$ cat config.mk
export PLATFORM = sky130hd
export DESIGN_NAME = sccb_init_sequencer
export DESIGN_NICKNAME = d
export VERILOG_FILES = /design/src/rtl/sccb_pkg.sv /design/src/rtl/sccb_seq_timer.sv /design/src/rtl/sccb_init_sequencer.sv
export SDC_FILE = /design/constraint.sdc
export NUM_CORES = 1
export LEC_CHECK = 0
export CAP_MARGIN = 15
export CORE_ASPECT_RATIO = 0.7
export CORE_MARGIN = 4
export CORE_UTILIZATION = 45
export DETAILED_ROUTE_END_ITERATION = 16
export PLACE_DENSITY = 0.75
export SYNTH_ARGS = -nofsm -noshare
export SYNTH_HDL_FRONTEND = slang
export SYNTH_SLANG_ARGS = --single-unit
$ cat constraint.sdc
create_clock -name PCLK -period 2.1 [get_ports PCLK]
set_input_delay 0.42 -clock PCLK [delete_from_list [all_inputs] [get_ports PCLK]]
set_output_delay 0.42 -clock PCLK [all_outputs]
set_load 0.05 [all_outputs]
$ cat src/rtl/sccb_pkg.sv
// Shared types and constants for the SCCB camera init sequencer.
// Latency: n/a (declarations only).
// Backpressure: n/a.
package sccb_pkg;

  // Table encodings and the OV7670 SCCB write ID
  localparam logic [15:0] END_MARK     = 16'hFFFF;
  localparam logic [7:0]  DELAY_REG    = 8'hFF;
  localparam logic [7:0]  OV7670_WR_ID = 8'h42;

  // Sequencer states; encodings are fixed so existing register dumps stay readable
  typedef enum logic [2:0] {
    ST_IDLE   = 3'd0,
    ST_FETCH  = 3'd1,
    ST_DECODE = 3'd2,
    ST_ISSUE  = 3'd3,
    ST_GAP    = 3'd4,
    ST_DELAY  = 3'd5,
    ST_DONE   = 3'd6,
    ST_ERROR  = 3'd7
  } seq_state_e;

  // One init-table word: register address in the upper byte, value in the lower
  typedef struct packed {
    logic [7:0] addr;
    logic [7:0] val;
  } tbl_entry_t;

endpackage

$ cat src/rtl/sccb_seq_timer.sv
// Loadable down-counter with a zero flag, shared by inter-write gaps and table delays.
// Latency: load takes effect the cycle after it is asserted; zero is combinational from the count.
// Backpressure: none; the counter holds at zero until reloaded.
module sccb_seq_timer #(
  parameter int W = 16
) (
  input  logic         clk,
  input  logic         rst,
  input  logic         load,
  input  logic [W-1:0] load_val,
  input  logic         dec,
  output logic         zero
);

  logic [W-1:0] count;

  // Load has priority; decrement saturates at zero
  always_ff @(posedge clk or posedge rst) begin
    if (rst) begin
      count <= '0;
    end else if (load) begin
      count <= load_val;
    end else if (dec && (count != '0)) begin
      count <= count - W'(1);
    end
  end

  assign zero = (count == '0);

endmodule

$ cat src/rtl/sccb_init_sequencer.sv
// Walks the camera init table and issues one SCCB register write per entry, with gaps, delays and NACK retries.
// Latency: req is high in the third cycle after start is sampled (FETCH, DECODE, ISSUE).
// Backpressure: req is held with stable reg_addr/wr_data until the master pulses ack; abort never cuts a write short.
module sccb_init_sequencer
  import sccb_pkg::*;
#(
  parameter int         NUM_ENTRIES = 64,
  parameter logic [7:0] DEV_ADDR    = OV7670_WR_ID,
  parameter int         GAP_CYCLES  = 1000,
  parameter int         DELAY_UNIT  = 25000,
  parameter int         RETRY_MAX   = 2,
  localparam int        IDX_W       = (NUM_ENTRIES > 1) ? $clog2(NUM_ENTRIES) : 1
) (
  input  logic             PCLK,
  input  logic             PRESET,
  input  logic             start,
  input  logic             abort,
  output logic [IDX_W-1:0] tbl_idx,
  input  logic [15:0]      tbl_data,
  output logic             req,
  output logic [7:0]       dev_addr,
  output logic [7:0]       reg_addr,
  output logic [7:0]       wr_data,
  input  logic             ack,
  input  logic             nack,
  output logic             busy,
  output logic             done,
  output logic             error,
  output logic [IDX_W-1:0] err_idx
);

  // Timer must hold the longest delay entry (val=255) as well as the gap count
  localparam int TMR_MAX = (255 * DELAY_UNIT > GAP_CYCLES) ? 255 * DELAY_UNIT : GAP_CYCLES;
  localparam int TMR_W   = $clog2(TMR_MAX + 1);
  localparam int RTY_W   = (RETRY_MAX > 0) ? $clog2(RETRY_MAX + 1) : 1;

  localparam logic [IDX_W-1:0] LAST_IDX = IDX_W'(NUM_ENTRIES - 1);
  // Timer runs load..0 inclusive, so a gap of N cycles loads N-1
  localparam logic [TMR_W-1:0] GAP_LOAD = TMR_W'(GAP_CYCLES - 1);
  localparam logic [TMR_W-1:0] UNIT     = TMR_W'(DELAY_UNIT);
  localparam logic [RTY_W-1:0] RTY_LIM  = RTY_W'(RETRY_MAX);

  seq_state_e       state;
  seq_state_e       state_nxt;
  tbl_entry_t       entry;
  logic             is_end;
  logic             is_delay;
  logic [TMR_W-1:0] delay_load;
  logic [TMR_W-1:0] tmr_val;
  logic             tmr_load;
  logic             tmr_dec;
  logic             tmr_zero;
  logic [RTY_W-1:0] retry;
  logic             retry_ok;
  logic             wrapped;
  logic             abort_pend;
  logic             set_done;
  logic             idx_last;
  logic [IDX_W-1:0] idx_next;

  assign entry      = tbl_entry_t'(tbl_data);
  assign is_end     = (tbl_data == END_MARK);
  assign is_delay   = (entry.addr == DELAY_REG) && !is_end;
  assign delay_load = TMR_W'(entry.val) * UNIT;
  assign retry_ok   = (retry < RTY_LIM);
  assign idx_last   = (tbl_idx == LAST_IDX);
  // Index wraps to 0 after the last entry; 'wrapped' records that the table is exhausted
  assign idx_next   = idx_last ? '0 : tbl_idx + IDX_W'(1);

  assign dev_addr = DEV_ADDR;
  assign req      = (state == ST_ISSUE);
  assign busy     = !((state == ST_IDLE) || (state == ST_DONE) || (state == ST_ERROR));

  sccb_seq_timer #(
    .W (TMR_W)
  ) u_timer (
    .clk      (PCLK),
    .rst      (PRESET),
    .load     (tmr_load),
    .load_val (tmr_val),
    .dec      (tmr_dec),
    .zero     (tmr_zero)
  );

  // Next-state and timer control; abort beats start, and in ISSUE abort only acts once ack arrives
  always_comb begin
    state_nxt = state;
    tmr_load  = 1'b0;
    tmr_val   = GAP_LOAD;
    tmr_dec   = 1'b0;
    set_done  = 1'b0;
    case (state)
      ST_IDLE, ST_DONE, ST_ERROR: begin
        if (start && !abort) state_nxt = ST_FETCH;
      end
      ST_FETCH: begin
        state_nxt = abort ? ST_IDLE : ST_DECODE;
      end
      ST_DECODE: begin
        if (abort) begin
          state_nxt = ST_IDLE;
        end else if (is_end) begin
          state_nxt = ST_DONE;
          set_done  = 1'b1;
        end else if (is_delay) begin
          state_nxt = ST_DELAY;
          tmr_load  = 1'b1;
          tmr_val   = delay_load;
        end else begin
          state_nxt = ST_ISSUE;
        end
      end
      ST_ISSUE: begin
        if (ack) begin
          if (abort || abort_pend) begin
            state_nxt = ST_IDLE;
          end else if (!nack || retry_ok) begin
            state_nxt = ST_GAP;
            tmr_load  = 1'b1;
          end else begin
            state_nxt = ST_ERROR;
          end
        end
      end
      ST_GAP: begin
        if (abort) begin
          state_nxt = ST_IDLE;
        end else if (tmr_zero) begin
          state_nxt = wrapped ? ST_DONE : ST_FETCH;
          set_done  = wrapped;
        end else begin
          tmr_dec = 1'b1;
        end
      end
      ST_DELAY: begin
        if (abort) begin
          state_nxt = ST_IDLE;
        end else if (tmr_zero) begin
          state_nxt = idx_last ? ST_DONE : ST_FETCH;
          set_done  = idx_last;
        end else begin
          tmr_dec = 1'b1;
        end
      end
      default: state_nxt = ST_IDLE;
    endcase
  end

  // State, table index, write operands, retry bookkeeping and sticky status
  always_ff @(posedge PCLK or posedge PRESET) begin
    if (PRESET) begin
      state      <= ST_IDLE;
      tbl_idx    <= '0;
      err_idx    <= '0;
      reg_addr   <= '0;
      wr_data    <= '0;
      retry      <= '0;
      wrapped    <= 1'b0;
      abort_pend <= 1'b0;
      done       <= 1'b0;
      error      <= 1'b0;
    end else begin
      state <= state_nxt;
      if (set_done) done <= 1'b1;
      case (state)
        ST_IDLE, ST_DONE, ST_ERROR: begin
          if (start && !abort) begin
            done       <= 1'b0;
            error      <= 1'b0;
            retry      <= '0;
            tbl_idx    <= '0;
            wrapped    <= 1'b0;
            abort_pend <= 1'b0;
          end
        end
        ST_DECODE: begin
          if (!abort && !is_end && !is_delay) begin
            reg_addr <= entry.addr;
            wr_data  <= entry.val;
          end
        end
        ST_ISSUE: begin
          if (ack) begin
            abort_pend <= 1'b0;
            // An aborted write leaves index and retry count untouched
            if (!(abort || abort_pend)) begin
              if (!nack) begin
                retry   <= '0;
                tbl_idx <= idx_next;
                if (idx_last) wrapped <= 1'b1;
              end else if (retry_ok) begin
                retry <= retry + RTY_W'(1);
              end else begin
                error   <= 1'b1;
                err_idx <= tbl_idx;
              end
            end
          end else if (abort) begin
            abort_pend <= 1'b1;
          end
        end
        ST_DELAY: begin
          if (!abort && tmr_zero) begin
            tbl_idx <= idx_next;
            if (idx_last) wrapped <= 1'b1;
          end
        end
        default: ;
      endcase
    end
  end

endmodule

After elaboration in Yosys (flattened, before gate mapping)
Cells that the tools add are included.
W data, S select, Z words.
{"block": "totals", "register_bits": 60, "elab_cells": 138, "input_bits": 22}
{"block": "op_classes", "reduce_logical": 30, "eq_ne": 21, "magnitude_cmp": 1, "mux": 69, "add_sub_neg": 3, "n_bitwise": 2, "multipliers": 1}
{"operator": "$mux W23", "count": 6}
{"operator": "$mux W3", "count": 12}
{"operator": "$mux W6", "count": 6}
{"operator": "$mux W1", "count": 30}
{"operator": "$logic_not A23 Y1", "count": 1}
{"operator": "$reduce_bool A23 Y1", "count": 1}
{"operator": "$sub A23 B1 Y23 const B", "count": 1}
{"operator": "$mul A8 B12 Y20 const B", "count": 1}
{"operator": "$pmux W3 S6", "count": 1}
{"operator": "$pmux W6 S3", "count": 1}
{"operator": "$eq A16 B16 Y1 const B", "count": 1}
{"operator": "$mux W2", "count": 7}
{"operator": "$eq A3 B3 Y1 const B", "count": 4}
{"operator": "$reduce_and A6 Y1", "count": 2}
{"operator": "$ne A2 B2 Y1 const B", "count": 5}
{"operator": "$reduce_and A5 Y1", "count": 2}
{"operator": "$eq A8 B8 Y1 const B", "count": 1}
{"operator": "$add A6 B1 Y6 const B", "count": 1}
{"operator": "$eq A3 B2 Y1 const B", "count": 2}
{"operator": "$eq A6 B6 Y1 const B", "count": 1}
{"operator": "$logic_and A1 B1 Y1", "count": 6}
{"operator": "$ne A3 B2 Y1 const B", "count": 2}
{"operator": "$ne A3 B3 Y1 const B", "count": 2}
{"operator": "$pmux W1 S2", "count": 3}
{"operator": "other kinds (17)", "count": 28}

Logic depth before layout (Yosys ltp)
Gate-level depths: netlist (run 1).
{"block": "logic_depth", "ltp_word": 8, "ltp_mapped": 15, "depth_no_buf": 14}

By module
A second synthesis (run 1) with hierarchy kept.
{"block": "hier_totals", "hier_cells": 545, "area_unflattened_um2": 4939.7}
{"mod": "sccb_init_sequencer", "area_each_um2": 3504.6, "cells_per_inst": 391, "n_inst": 1}
{"mod": "sccb_seq_timer", "area_each_um2": 1435.1, "cells_per_inst": 154, "n_inst": 1}

Least setup slack after synthesis (run 1)
No wires, ideal clock.
{"block": "synth_timing", "path_kind": "input to register", "from": "input port tbl_data[3]", "to": "register u_timer.count[14]", "setup_slack_ns": -1.620, "required_time_ns": 2.006, "cell_stages": 12, "arrival_time_ns": 3.626, "setup_ns": 0.094, "cell_sequence": "ha_1 -> fa_1 -> fa_1 -> ha_1 -> ha_1 -> a21oi_1 -> o21ai_1 -> a31o_2 -> xor2_1 -> nand2_1 -> a32o_1 -> a221oi_2"}
{"block": "synth_between", "elab_chain_len": 8, "elab_cells_between_ends": 14, "cone_classes": "1 x mul; 1 x eq/ne; 9 x mux; 3 x reduce/logical"}
{"item": "from (decl)", "line_no": "sccb_init_sequencer.sv:19", "text": "input logic [15:0] tbl_data,"}
{"item": "branches (longest 8 deep; another with $mul A8 B12 Y20)"}
{"item": "to (signal assigned)", "line_no": "sccb_seq_timer.sv:22", "text": "count <= load_val;"}
{"item": "to (signal assigned)", "line_no": "sccb_seq_timer.sv:24", "text": "count <= count - W'(1);"}
{"item": "to (decl)", "line_no": "sccb_seq_timer.sv:15", "text": "logic [W-1:0] count;"}
Several ways; the timed one is not identified.
A chain may end at the register's enable or synchronous reset.

Final worst setup path (run 1)
{"block": "layout_timing", "from": "input port tbl_data[4]", "to": "register u_timer.count[22]"}
The elaborated chain is that of the path after synthesis.

==> insert_results.sql, run 1 <==
INSERT INTO impl_metrics (metric_group, metric, value, unit) VALUES
('outcome', 'status', 'finished with violations', ''),
('outcome', 'violated_checks', 'setup timing', ''),
('cts', 'numClockSinks', '60', ''),
('layout', 'area.sequential', '1500', 'sq um'),
('grt', 'vias_in_the_first_global_route', '4637', ''),
('timing', 'clock_skew', '0.00761', 'ns'),
('worst_setup_path', 'critPathLaunchType', 'primary input', ''),
('layout', 'insertedDiodeCount', '0', ''),
('synthesis', 'synth-compound-area-share', '16.7', '%'),
('timing', 'totalNegativeSetupSlack', '-19.11', 'ns'),
('synthesis', 'synth-warning-count', '0', ''),
('cts', 'cts_hold_repair.buffers', '0', ''),
('synthesis', 'synth_seq_cells', '60', ''),
('die', 'core_area', '10400', 'sq um'),
('timing', 'final-setup-viol-count', '17', ''),
('synthesis', 'async_flop_share', '100', '%'),
('layout', 'commonest_cells_after_routing_fill_and_taps_aside', '132 x buf_4, 58 x dfrtp_1, 43 x ha_1', ''),
('synthesis', 'synth_fa_ha_area_share', '19.7', '%'),
('layout', 'final_design_area_no_fill', '7340', 'sq um'),
('placed_design', 'io_buffers', '53', ''),
('placed_design', 'dpl-instance-area', '6550', 'sq um'),
('route', 'detail_route.vias_per_cell', '5.90', ''),
('layout', 'fillers', '661', ''),
('layout', 'flow.area_growth_from_synthesis', '51.3', '%'),
('timing', 'maximum_clock_frequency', '275', 'MHz'),
('route', 'num_vias', '4843', ''),
('timing', 'period_needed', '3.63', 'ns'),
('layout', 'final-instance-count-excl-fill', '821', ''),
('die', 'floorplan.io_pins', '62', ''),
('worst_setup_path', 'crit_type', 'primary input to register', ''),
('layout', 'final_nets', '775', ''),
('layout', 'multi_input_comb_area', '3670', 'sq um'),
('synthesis', 'synth-edff-count', '0', ''),
('route', 'ant_nets', '0', ''),
('worst_setup_path', 'timing.critical_path.arrival', '3.83', 'ns'),
('route', 'first_pass_iters', '5', ''),
('layout', 'final_core_utilization', '70.4', '%'),
('timing', 'timing.final.hold_violations', '0', ''),
('die', 'die-area', '12500', 'sq um'),
('placed_design', 'dp_cells', '783', ''),
('min_path', 'worstHoldPathType', 'primary input to register', ''),
('pwr', 'static-leakage-power', '3.50', 'nW'),
('route', 'route.final.wire_length', '16000', 'um'),
('synthesis', 'area_share_of_the_largest_cell_type_after_synthesis', '31.0', '%'),
('grt', 'grt.overflow.total', '0', ''),
('synthesis', 'synthesis.area', '4850', 'sq um'),
('grt', 'grt_util_all_layers', '23.2', '%'),
('worst_setup_path', 'worst-endpoint-required', '2.30', 'ns'),
('synthesis', 'synth.lib_cells_used.distinct', '73', ''),
('timing', 'timing.slew.headroom', '64.0', '%'),
('die', 'die_height', '94.9', 'um'),
('cts', 'cts_htree_levels', '3', ''),
('synthesis', 'syn_avg_cell_area', '9.76', 'sq um'),
('layout', 'layout.cells.most_common', 'buf_4', ''),
('synthesis', 'yosys_top_cell_by_area', 'dfrtp_1', ''),
('layout', 'layout-drive-gt1-share', '40.2', '%'),
('placed_design', 'place_worst_setup_slack', '-2.24', 'ns'),
('job', 'maxCapViolCount', '0', ''),
('synthesis', 'mux_share_of_post_synthesis_cell_area', '4.87', '%'),
('grt', 'grt_max_degree', '61', ''),
('synthesis', 'synthCells', '497', ''),
('die', 'initial_core_util', '46.5', '%'),
('worst_setup_path', 'cp_max_fo', '2', ''),
('timing', 'post-route-worst-setup-slack', '-1.53', 'ns'),
('synthesis', 'synth.yosys.seq_area_share', '31.0', '%'),
('placed_design', 'dp_hpwl', '10700', 'um'),
('synthesis', 'ys.flop_type', 'dfrtp_1', ''),
('pwr', 'power.total', '8.91', 'mW'),
('grt', 'grt_pass1_wl', '23300', 'um'),
('grt', 'antenna_violations_before_repair', '0', ''),
('cts', 'tritoncts', 'built', '');
routing by layer:
layer / wire [um] / vias up / share of wire, % / track usage, %
li1: - / 2183 / - / -
met1: 6650 / 2344 / 42 / 30.9
met2: 7540 / 260 / 47 / 37.1
met3: 1280 / 56 / 8.0 / 6.44
met4: 547 / 0 / 3.4 / 7.17
met5: 0 / - / 0 / 0
synthesized netlist by cell type, drive strengths merged, types with 13 or more instances:
cell	instances
nor2	32
inv	17
mux2	21
ha	57
buf	16
xor2	13
a21oi	29
nand3	17
xnor2	15
o21ai	31
nand2	31
nor3	17
dfrtp	60
power by group:
group | total (mW) | internal [mW] | leakage, nW | switching (mW)
Clock | 1.43 | 0.841 | 0.136 | 0.590
Combinational | 5.69 | 2.57 | 2.57 | 3.12
Sequential | 1.79 | 1.48 | 0.796 | 0.313
Total | 8.91 | 4.89 | 3.50 | 4.02
sequential cells by signal (all words and copies together) (netlist names):
signal and count:
err_idx 6, tbl_idx 6, wr_data 8, retry 2, abort_pend 1, u_timer.count 23
state 3, reg_addr 8, wrapped 1, done 1, error 1
worst paths after layout:
path / from / endpoint / slack [ns] / depth (start not counted)
setup / recovery: tbl_data[4] / u_timer.count[22]$_DFFE_PP0P_ / -1.53 / 17
setup reg to reg: u_timer.count[5]$_DFFE_PP0P_ / u_timer.count[14]$_DFFE_PP0P_ / -0.12 / 8
min in group asynchronous: PRESET / reg_addr[4]$_DFFE_PP0P_ / 0.47 / 3
max in group asynchronous: PRESET / u_timer.count[9]$_DFFE_PP0P_ / 1.33 / 3
hold reg to reg: err_idx[1]$_DFFE_PP0P_ / err_idx[1]$_DFFE_PP0P_ / 0.50 / 1
hold / removal: tbl_data[12] / reg_addr[4]$_DFFE_PP0P_ / 0.36 / 2
cell families (layout without fill, tap and decap cells):
group	Yosys count	count (layout)
xor gates and xnor gates	28	28
DFF	60	60
muxes	21	21
buffers and inverters	41	227
other	2	8
and+or+nand+nor	153	153
AOI/OAI and AO/OA	123	123
adders and majority gates	69	69
area by class of cell:
cell class	count	share of cell area (%)
multi-input combinational	402	50.0
sequential	60	20.5
tap	132	2.25
inverter	18	0.954
clock inverter	6	0.631
clock buffer	10	3.26
timing repair buffer	193	22.5
critical path: stages:
cell      delay (ns)
buf_8           0.10
ha_4            0.24
ha_4            0.27
inv_2           0.03
fa_1            0.49
inv_1           0.06
fa_1            0.55
ha_4            0.23
o211ai_1        0.24
o21ai_2         0.11
a31o_2          0.28
buf_4           0.15
buf_4           0.14
a41oi_2         0.15
o21ai_1         0.11
xnor2_1         0.17
o21ai_1         0.07
timing repair:
action	4_1_cts	5_1_grt
setup endpoints to repair	28	33
hold endpoints to repair	0	0
pin swaps	40	49
setup buffers	6	17
gates resized for setup	66	47
Power figures use the tool's default switching activity.
==> run 2, diff against run 1 <==
--- a/config.mk
+++ b/config.mk
@@ -11,6 +11,7 @@
 export CORE_UTILIZATION = 45
 export DETAILED_ROUTE_END_ITERATION = 16
 export PLACE_DENSITY = 0.75
+export SLEW_MARGIN = 20
 export SYNTH_ARGS = -nofsm -noshare
 export SYNTH_HDL_FRONTEND = slang
 export SYNTH_SLANG_ARGS = --single-unit
==> results of run 2 <==
Final layout, timing and power as in run 1 (identical DEF).
